[src/rtl/if_test_pkg.sv]
// ============================================================================
// Module   : if_test_pkg
// Purpose  : Shared constants and I/Q point type for the 8-PSK symbol unroller.
// Revision : 1.0 - initial release
// ============================================================================
`default_nettype none

package if_test_pkg;

    localparam logic signed [15:0] AMP_DEFAULT  = 16'sd16384;
    localparam logic signed [15:0] DIAG_DEFAULT = 16'sd11585;
    localparam int                 NUM_SEG      = 10;
    localparam int                 SYM_W        = 3;

    typedef struct packed {
        logic signed [15:0] i;
        logic signed [15:0] q;
    } iq_t;

endpackage

`default_nettype wire

[src/rtl/if_test_psk8_mapper.sv]
// ============================================================================
// Module   : psk8_mapper
// Purpose  : Combinational 3-bit symbol to 8-PSK I/Q point lookup.
//            Build option GRAY_MAP_EN inserts a Gray decode ahead of the table.
// Revision : 1.0 - initial release
// ============================================================================
`default_nettype none

module psk8_mapper
    import if_test_pkg::*;
#(
    parameter logic signed [15:0] AMP  = AMP_DEFAULT,
    parameter logic signed [15:0] DIAG = DIAG_DEFAULT
) (
    input  logic [SYM_W-1:0] i_sym,
    output iq_t              o_iq
);

    localparam logic signed [15:0] c_zero     = 16'sd0;
    localparam logic signed [15:0] c_neg_amp  = -AMP;
    localparam logic signed [15:0] c_neg_diag = -DIAG;

    logic [SYM_W-1:0] w_idx;

`ifdef GRAY_MAP_EN
    assign w_idx = i_sym ^ (i_sym >> 1) ^ (i_sym >> 2);
`else
    assign w_idx = i_sym;
`endif

    // Phase index k selects the point at k*45 degrees
    always_comb begin
        o_iq = '{i: c_zero, q: c_zero};
        case (w_idx)
            3'd0:    o_iq = '{i: AMP,        q: c_zero};
            3'd1:    o_iq = '{i: DIAG,       q: DIAG};
            3'd2:    o_iq = '{i: c_zero,     q: AMP};
            3'd3:    o_iq = '{i: c_neg_diag, q: DIAG};
            3'd4:    o_iq = '{i: c_neg_amp,  q: c_zero};
            3'd5:    o_iq = '{i: c_neg_diag, q: c_neg_diag};
            3'd6:    o_iq = '{i: c_zero,     q: c_neg_amp};
            default: o_iq = '{i: DIAG,       q: c_neg_diag};
        endcase
    end

endmodule

`default_nettype wire

[config.mk]
export PLATFORM = sky130hd
export DESIGN_NAME = psk8_mapper
export DESIGN_NICKNAME = d
export VERILOG_FILES = /design/src/rtl/if_test_pkg.sv /design/src/rtl/if_test_psk8_mapper.sv
export SDC_FILE = /design/constraint.sdc
export NUM_CORES = 1
export LEC_CHECK = 0
export CORE_AREA = 2 2 39 41
export DETAILED_ROUTE_END_ITERATION = 12
export DIE_AREA = 0 0 41 43
export PLACE_DENSITY = 0.66
export SETUP_SLACK_MARGIN = 0.2
export SLEW_MARGIN = 20
export SYNTH_ARGS = -nofsm -noshare
export SYNTH_HDL_FRONTEND = slang
export SYNTH_SLANG_ARGS = --single-unit
[constraint.sdc]
create_clock -name vclk -period 2.1
set_input_delay 0.315 -clock vclk [all_inputs]
set_output_delay 0.315 -clock vclk [all_outputs]
set_load 0.01 [all_outputs]
After elaboration in Yosys (flattened, before gate mapping)
Index checks and enable logic that the tools add are counted.
- bits of input ports: 3
- output and inout bits: 32
- word-level logic and storage cells: 8
- flip-flop bits (word level): 0
- mux-type cells: 1
- reduce and logical (&&, ||, !) cells: 1
- eq/ne operators: 6
- operators by type and width (operator ; number):
    32-bit case mux with 7 select lines ; 1
    3-bit == test, second input constant ; 3
    3-bit by 2-bit == test with 1-bit output, second input constant ; 2
    3-bit by 1-bit == test with 1-bit output, second input constant ; 1
    3-bit logical NOT ; 1

Longest topological paths before layout
Gate-level depths: netlist of the first run.
- word-level depth: 2
- depth in mapped cells: 3
- mapped depth without buffers: 2

Worst setup path before layout of the first run
Ideal clock, no wire load.
- path kind: input port to output port
- from: in i_sym[2]
- to: out o_iq[18] (netlist bit)
- arrival time: 1.059 ns
- required time: 1.785 ns
- buffers on the path: 1
- stages: 3
- slack: 0.726 ns
- cells stage by stage: xnor2_1 > nor2b_1 > buf_4
- RTL lines (what ; RTL line ; text):
    from (decl) ; if_test_psk8_mapper.sv:15 ; input logic [SYM_W-1:0] i_sym,
    to (decl) ; if_test_psk8_mapper.sv:16 ; output iq_t o_iq

==> results list, run 1 <==
- Storage element area: 0 um2
* Final cell count without fillers: 65
- I/O pin cnt: 35
- Antenna diodes: 0
* Detailed Place HPWL: 429 um
- The number of global-route vias before repair was 162.
- The number of antenna violations at the first check in global routing is 0.
* Clk_buf instances: 0
- Yosys printed 0 warnings.
- Post-synthesis net count: 36
* Initial standard-cell utilization of the core: 18.6%
- Number of buffers inserted to repair setup after CTS: 0
- Cell count after synthesis: 33
- Pin slew with the least headroom to its limit: 0.172 ns
- Worst hold path type: in -> out
- Time the final worst path needs with I/O delays and setup: 1.68 ns
* Timing startpoint of the critical path: i_sym[0]
* Final global-route overflow total: 0
* Number of DRC violations after detailed routing: 0
- The detail route stage leaves a number of antenna-violating nets equal to 0.
* Netlist area before placement: 258 um2
* Signal arrival time at the worst endpoint: 1.36 ns
* Worst path required time: 1.78 ns
- In this run the cell area measured after placement is 489 um2.
- Mean number of vias per cell: 3.35
- In the final routed layout, each cell accounts on average for 8.03 um.
* Max Cap Viol: 0
- Slew headroom: 88.4%
* Leakage: 0.309 nW
- The die covers 1760 um2.
- STA classifies the critical path startpoint as a primary input.
- STA classifies the critical path endpoint as an output pin.
- The routed layout has 218 vias.
- Compared with the post-synthesis result, the final layout area differs by 85.4%.
- The detailed router finished its first iteration with 0 violations.
- Area contributors post-synth: sky130_fd_sc_hd__buf_4 (67%), sky130_fd_sc_hd__mux2_2 (8.7%), sky130_fd_sc_hd__xnor2_1 (6.8%)
* Placed Cells incl. Taps: 65
- Final wirelength: 522 um
- Setup repair after global routing left no endpoint under its margin.
- Cells with a size suffix above 1 make up 20.4% of the layout.
- Following the worst setup path forward leads to its endpoint at o_iq[7].
- Number of failing hold endpoints at the final stage: 0
- Number of distinct library cells after synthesis: 9
- After routing, the total negative slack on setup checks comes to 0 ns.
* Tightest hold margin: 1.15 ns
- Number of flip-flops and latches: 0
* Count of nets after finishing: 54
- Post-layout util: 34.5%
- Global-route wire length before repair: 703 um
- Sequential share of the synthesized area: 0%
- Cell row count: 14
- Max Clock Freq: 597 MHz
- After layout, the worst path uses 79.8% of the clock period.
* Final Max Slew Viols: 0
- Final RePlAce weighted congestion: 0.514
- The die is 41 um wide.
- The synthesized design spends more area on one cell type than any other, namely sky130_fd_sc_hd__buf_4.
* Core outline area: 1380 um2
- For this run, the detailed router's first-pass iteration total came to 1.
* Final setup fails: 0
- Each instance of the synthesized netlist takes up on average 7.81 um2.
* Largest fanout of any net on the critical path: 8
- Hold repair after CTS inserted 0 buffers.
* P per Cell Area: 242 nW/um2
* Final standard cell area without fillers: 478 um2
- Entering global routing, the biggest net connects 9 pins.
- Across the VDD grid, the largest voltage drop is 0.0000693 V.
* Crit path kind: in -> out
- Die span in y: 43 um
* Portion of synthesized cell area occupied by the leading cell type: 67.0%
- Input/output buffers: 35
- Across every metal layer, demand over resource in global routing totals 5.29%.
- The run finished with clean final reports.
[stage by stage]
stage	setup slack, ns	power [W]
after floorplan	0.726	0.0000813
after global placement	0.0193	0.000139
after detailed placement	-0.00488	0.000139
after CTS	0.0658	0.000119
after global routing	0.345	0.000126
final	0.424	0.000116
[metal layers]
layer  global-route usage, %  routed length, um  vias to the layer above
met5                       0                  0                        -
met4                       0                  0                        0
met3                   0.524                 86                        0
met2                    10.0                241                       20
met1                    6.33                194                       88
li1                        -                  -                      110
[what timing repair did]
item,CTS,global route
gates cloned,0,0
setup endpoints to repair,30,10
gates resized for setup,23,6
[where the power goes]
group | internal, W | switching [W] | total [W]
Clock | 0 | 0 | 0
Sequential | 0 | 0 | 0
Combinational | 0.0000660 | 0.0000498 | 0.000116
Total | 0.0000660 | 0.0000498 | 0.000116
[logic make-up after synthesis]
kind of cell    after synthesis  synth area share [%]
compound gates                1                  2.91
mux                           2                  8.74
simple gates                  4                  13.1
buf+inv                      24                  68.4
xor+xnor                      2                  6.80
[critical path, cell delays in order]
cell and delay [ns]:
sky130_fd_sc_hd__dlygate4sd2_1 0.29, sky130_fd_sc_hd__and2_4 0.21, sky130_fd_sc_hd__clkdlybuf4s50_1 0.54
[worst min-delay path by stage]
stage / from / end / slack, ns / cells after the start
after floorplan: i_sym[2] / o_iq[6] / 0.67 / 1
after global placement: i_sym[0] / o_iq[16] / 1.77 / 3
after detailed placement: i_sym[0] / o_iq[16] / 1.77 / 3
after CTS: i_sym[0] / o_iq[14] / 1.36 / 3
after global routing: i_sym[2] / o_iq[4] / 1.19 / 3
final: i_sym[2] / o_iq[4] / 1.15 / 3
[area by class of cell]
cell class	count	area, um2
multi-input cells	9	85.1
fillers	158	906
well taps	16	20.0
repair buffers	40	373
[placed cells by master (no fill, tap or decap), drive strengths merged]
cell type,instances
mux2,2
o21a,1
xnor2,2
dlygate4sd2,22
nor2b,2
buf,5
dlymetal6s2s,5
clkdlybuf4s50,8
and2,2
[cell usage after synthesis]
library cell,n
sky130_fd_sc_hd__nor2b_1,1
sky130_fd_sc_hd__buf_4,23
sky130_fd_sc_hd__and2_2,1
sky130_fd_sc_hd__clkbuf_1,1
sky130_fd_sc_hd__mux2_2,2
sky130_fd_sc_hd__o21a_1,1
sky130_fd_sc_hd__and2_1,1
sky130_fd_sc_hd__nor2b_4,1
sky130_fd_sc_hd__xnor2_1,2
No activity file was read; power rests on OpenSTA's default activity.
==> run 2, diff against run 1 <==
clock period = 1.75 ns   (was 2.1 ns; I/O delays follow)
==> run 2 against run 1 <==
Compared with the run above: via count rose by 1.4%; first-iteration DRC count up 1; combinational power rose by 18%; worst hold slack worse by 0.16 ns; core utilization rose by 0.27 points; final cell count stayed put; power grew 18%; critical endpoint is now o_iq[31]; largest cell class unchanged; largest power group unchanged.
==> results list, run 2 (synthesis gave the netlist of run 1 again) <==
- Result of the run: finished clean
* Global Route met2 Usage: 10.9% (+0.94 points)
- Critical Path Start Type: primary input
- The highest fanout seen on the critical path is 4 (-4).
- The share of layout cells above drive strength 1 came to 24.5% (+4.1 points).
- NetSw: 0.0000601 W (+21%)
* Cell row count: 14 (unchanged)
- The arrival time of data at the critical path endpoint is 1.22 ns (-0.14 ns).
- The required time of the worst setup path is 1.49 ns (-0.29 ns).
- Antenna diodes: 0 (unchanged)
- Number of failing hold endpoints at the final stage: 0 (unchanged)
* Slowest stage cell, crit path: sky130_fd_sc_hd__mux2_2
- The number of filler cells placed in the layout is 153 (-3.2%).
- The part of the power in registers was 0% (unchanged).
- Via count of the first global-routing pass: 172 (+6.2%)
* I/O pin cnt: 35 (unchanged)
- The final setup violation count came to 0 (unchanged).
- The sum of overflow across all layers after global routing was 0 (unchanged).
- Final Max Slew Viols: 0 (unchanged)
- Slew headroom: 88.5% (+0.10 points)
- The die height came to 43 um (unchanged).
- Pin slew with the least headroom to its limit: 0.171 ns (-0.00149 ns)
- The worst path uses 84.9% of the clock period.
- Combinational share of power: 100.0% (about the same)
- The max capacitance violation total came to 0 (unchanged).
- Power, Total: 0.000137 W (+18%)
* Biggest cell delay along the critical path: 0.31 ns (-0.23 ns)
* Crit path kind: in -> out
- Pre-CTS worst setup slack: -0.254 ns (-0.250 ns)
- Mean number of vias per cell: 3.40 (+1.4%)
- Unrepaired setup endpoints after global routing: no
- Most Frequent Cell on Critical Path: sky130_fd_sc_hd__dlygate4sd2_1
- The starting density of the core came to 18.6% (unchanged).
* Time the final worst path needs with I/O delays and setup: 1.49 ns
- Clk_buf instances: 0 (unchanged)
- The detailed-router iteration count before antenna repair is 3 (+2).
- Final wirelength: 549 um (+5.2%)
* Storage element area: 0 um2 (unchanged)
- The final worst slack was 0.264 ns (-0.160 ns).
- Maximum number of pins on one net before global-route repair: 9 (unchanged)
- Number of buffers inserted to repair setup after CTS: 0 (unchanged)
- Die area: 1760 um2 (unchanged)
- Count of antenna-violating nets left after detailed routing: 0 (unchanged)
- Hold-fix buffer count after cts: 0 (unchanged)
- Number of flip-flops and latches: 0 (unchanged)
* Initial detailed-routing violation count: 1 (+1)
- The switching power as a share of total power was 43.9% (+0.94 points).
* Count of nets after finishing: 54 (unchanged)
- Setup crit end kind: output pin
- Input/output buffers: 35 (unchanged)
- Max Clock Freq: 673 MHz
- The total power divided by cell area is 284 nW/um2 (+17%).
- Number of antenna violations at the first check in global routing: 0 (unchanged)
- The library cell used most frequently in the layout, excluding fill and tap cells, is sky130_fd_sc_hd__dlygate4sd2_1.
* Synth-to-layout area growth: 86.9%
- Internal power: 0.0000768 W (+16%)
- Met3 track demand over resource in global routing: 1.05% (+0.52 points)
- The routability congestion estimate is 0.514 (about the same).
- The number of remaining DRC errors was 0 (unchanged).
* Clk pwr share: 0% (unchanged)
- The met1 track demand over resource in global routing was 5.70% (-0.63 points).
- The die width is 41 um (unchanged).
- The peak ir drop on the vdd network was 0.0000827 V (+19%).
- Core outline area: 1380 um2 (unchanged)
- Total via count in the routed design: 221 (+1.4%)
- GR Util All Layers: 5.49% (+0.20 points)
* Wirelength per Cell: 8.45 um (+5.2%)
* Global-route wire length before repair: 724 um (+3.0%)
* Worst hold path type: in -> out
* Busiest grt layer: met2
* Sum Neg Setup Slack: 0 ns (unchanged)
* Top library cells by usage in the layout, fill and taps aside: sky130_fd_sc_hd__dlygate4sd2_1 (23), sky130_fd_sc_hd__dlymetal6s2s_1 (7), sky130_fd_sc_hd__buf_4 (4), sky130_fd_sc_hd__clkdlybuf4s50_1 (3)
* Leakage: 0.352 nW (+14%)
* Cell Chain, Critical Path: dlygate4sd2_1, buf_6, mux2_2, dlygate4sd2_1
[run 2: final timing paths]
check,startpoint,endpoint,cells past startpoint
max,i_sym[1],o_iq[31],4
min,i_sym[2],o_iq[7],3
[run 2: power by group through the flow]
stage          registers (W)  logic [W]  clock network (W)
3_3_place_gp               0   0.000167                  0
5_1_grt                    0   0.000149                  0
6_report                   0   0.000137                  0
3_5_place_dp               0   0.000167                  0
4_1_cts                    0   0.000142                  0
2_1_floorplan              0  0.0000976                  0
[run 2: area by class of cell]
type | count | area [um2] | share of cell area [%]
well taps | 16 | 20.0 | 4.16
repair buffers | 40 | 377 | 78.2
multi-input cells | 9 | 85.1 | 17.7
[run 2: stage by stage]
step	hold slack, ns	std cells	area [um2]	util (%)
after detailed placement	1.67	65	489	35.4
after global placement	1.66	65	489	35.4
after CTS	1.18	65	468	33.8
after floorplan	0.561	33	258	-
after global routing	1.02	65	482	34.8
final	0.987	65	482	34.8
[run 2: worst max-delay path: cells and delay by family]
family                 cells  cell delay [ns]
multiplexers               1             0.31
buffers and inverters      3             0.65
[run 2: timing repair]
| action | CTS | global route |
|---|---|---|
| setup endpoints to repair | 32 | 18 |
| cloned | 0 | 0 |
| pin swaps | 1 | 0 |
| resized for setup | 30 | 9 |
[run 2: routing by layer]
layer | vias to the layer above | routed length (um)
li1 | 110 | -
met5 | - | 0
met1 | 91 | 190
met2 | 20 | 272
met4 | 0 | 0
met3 | 0 | 86
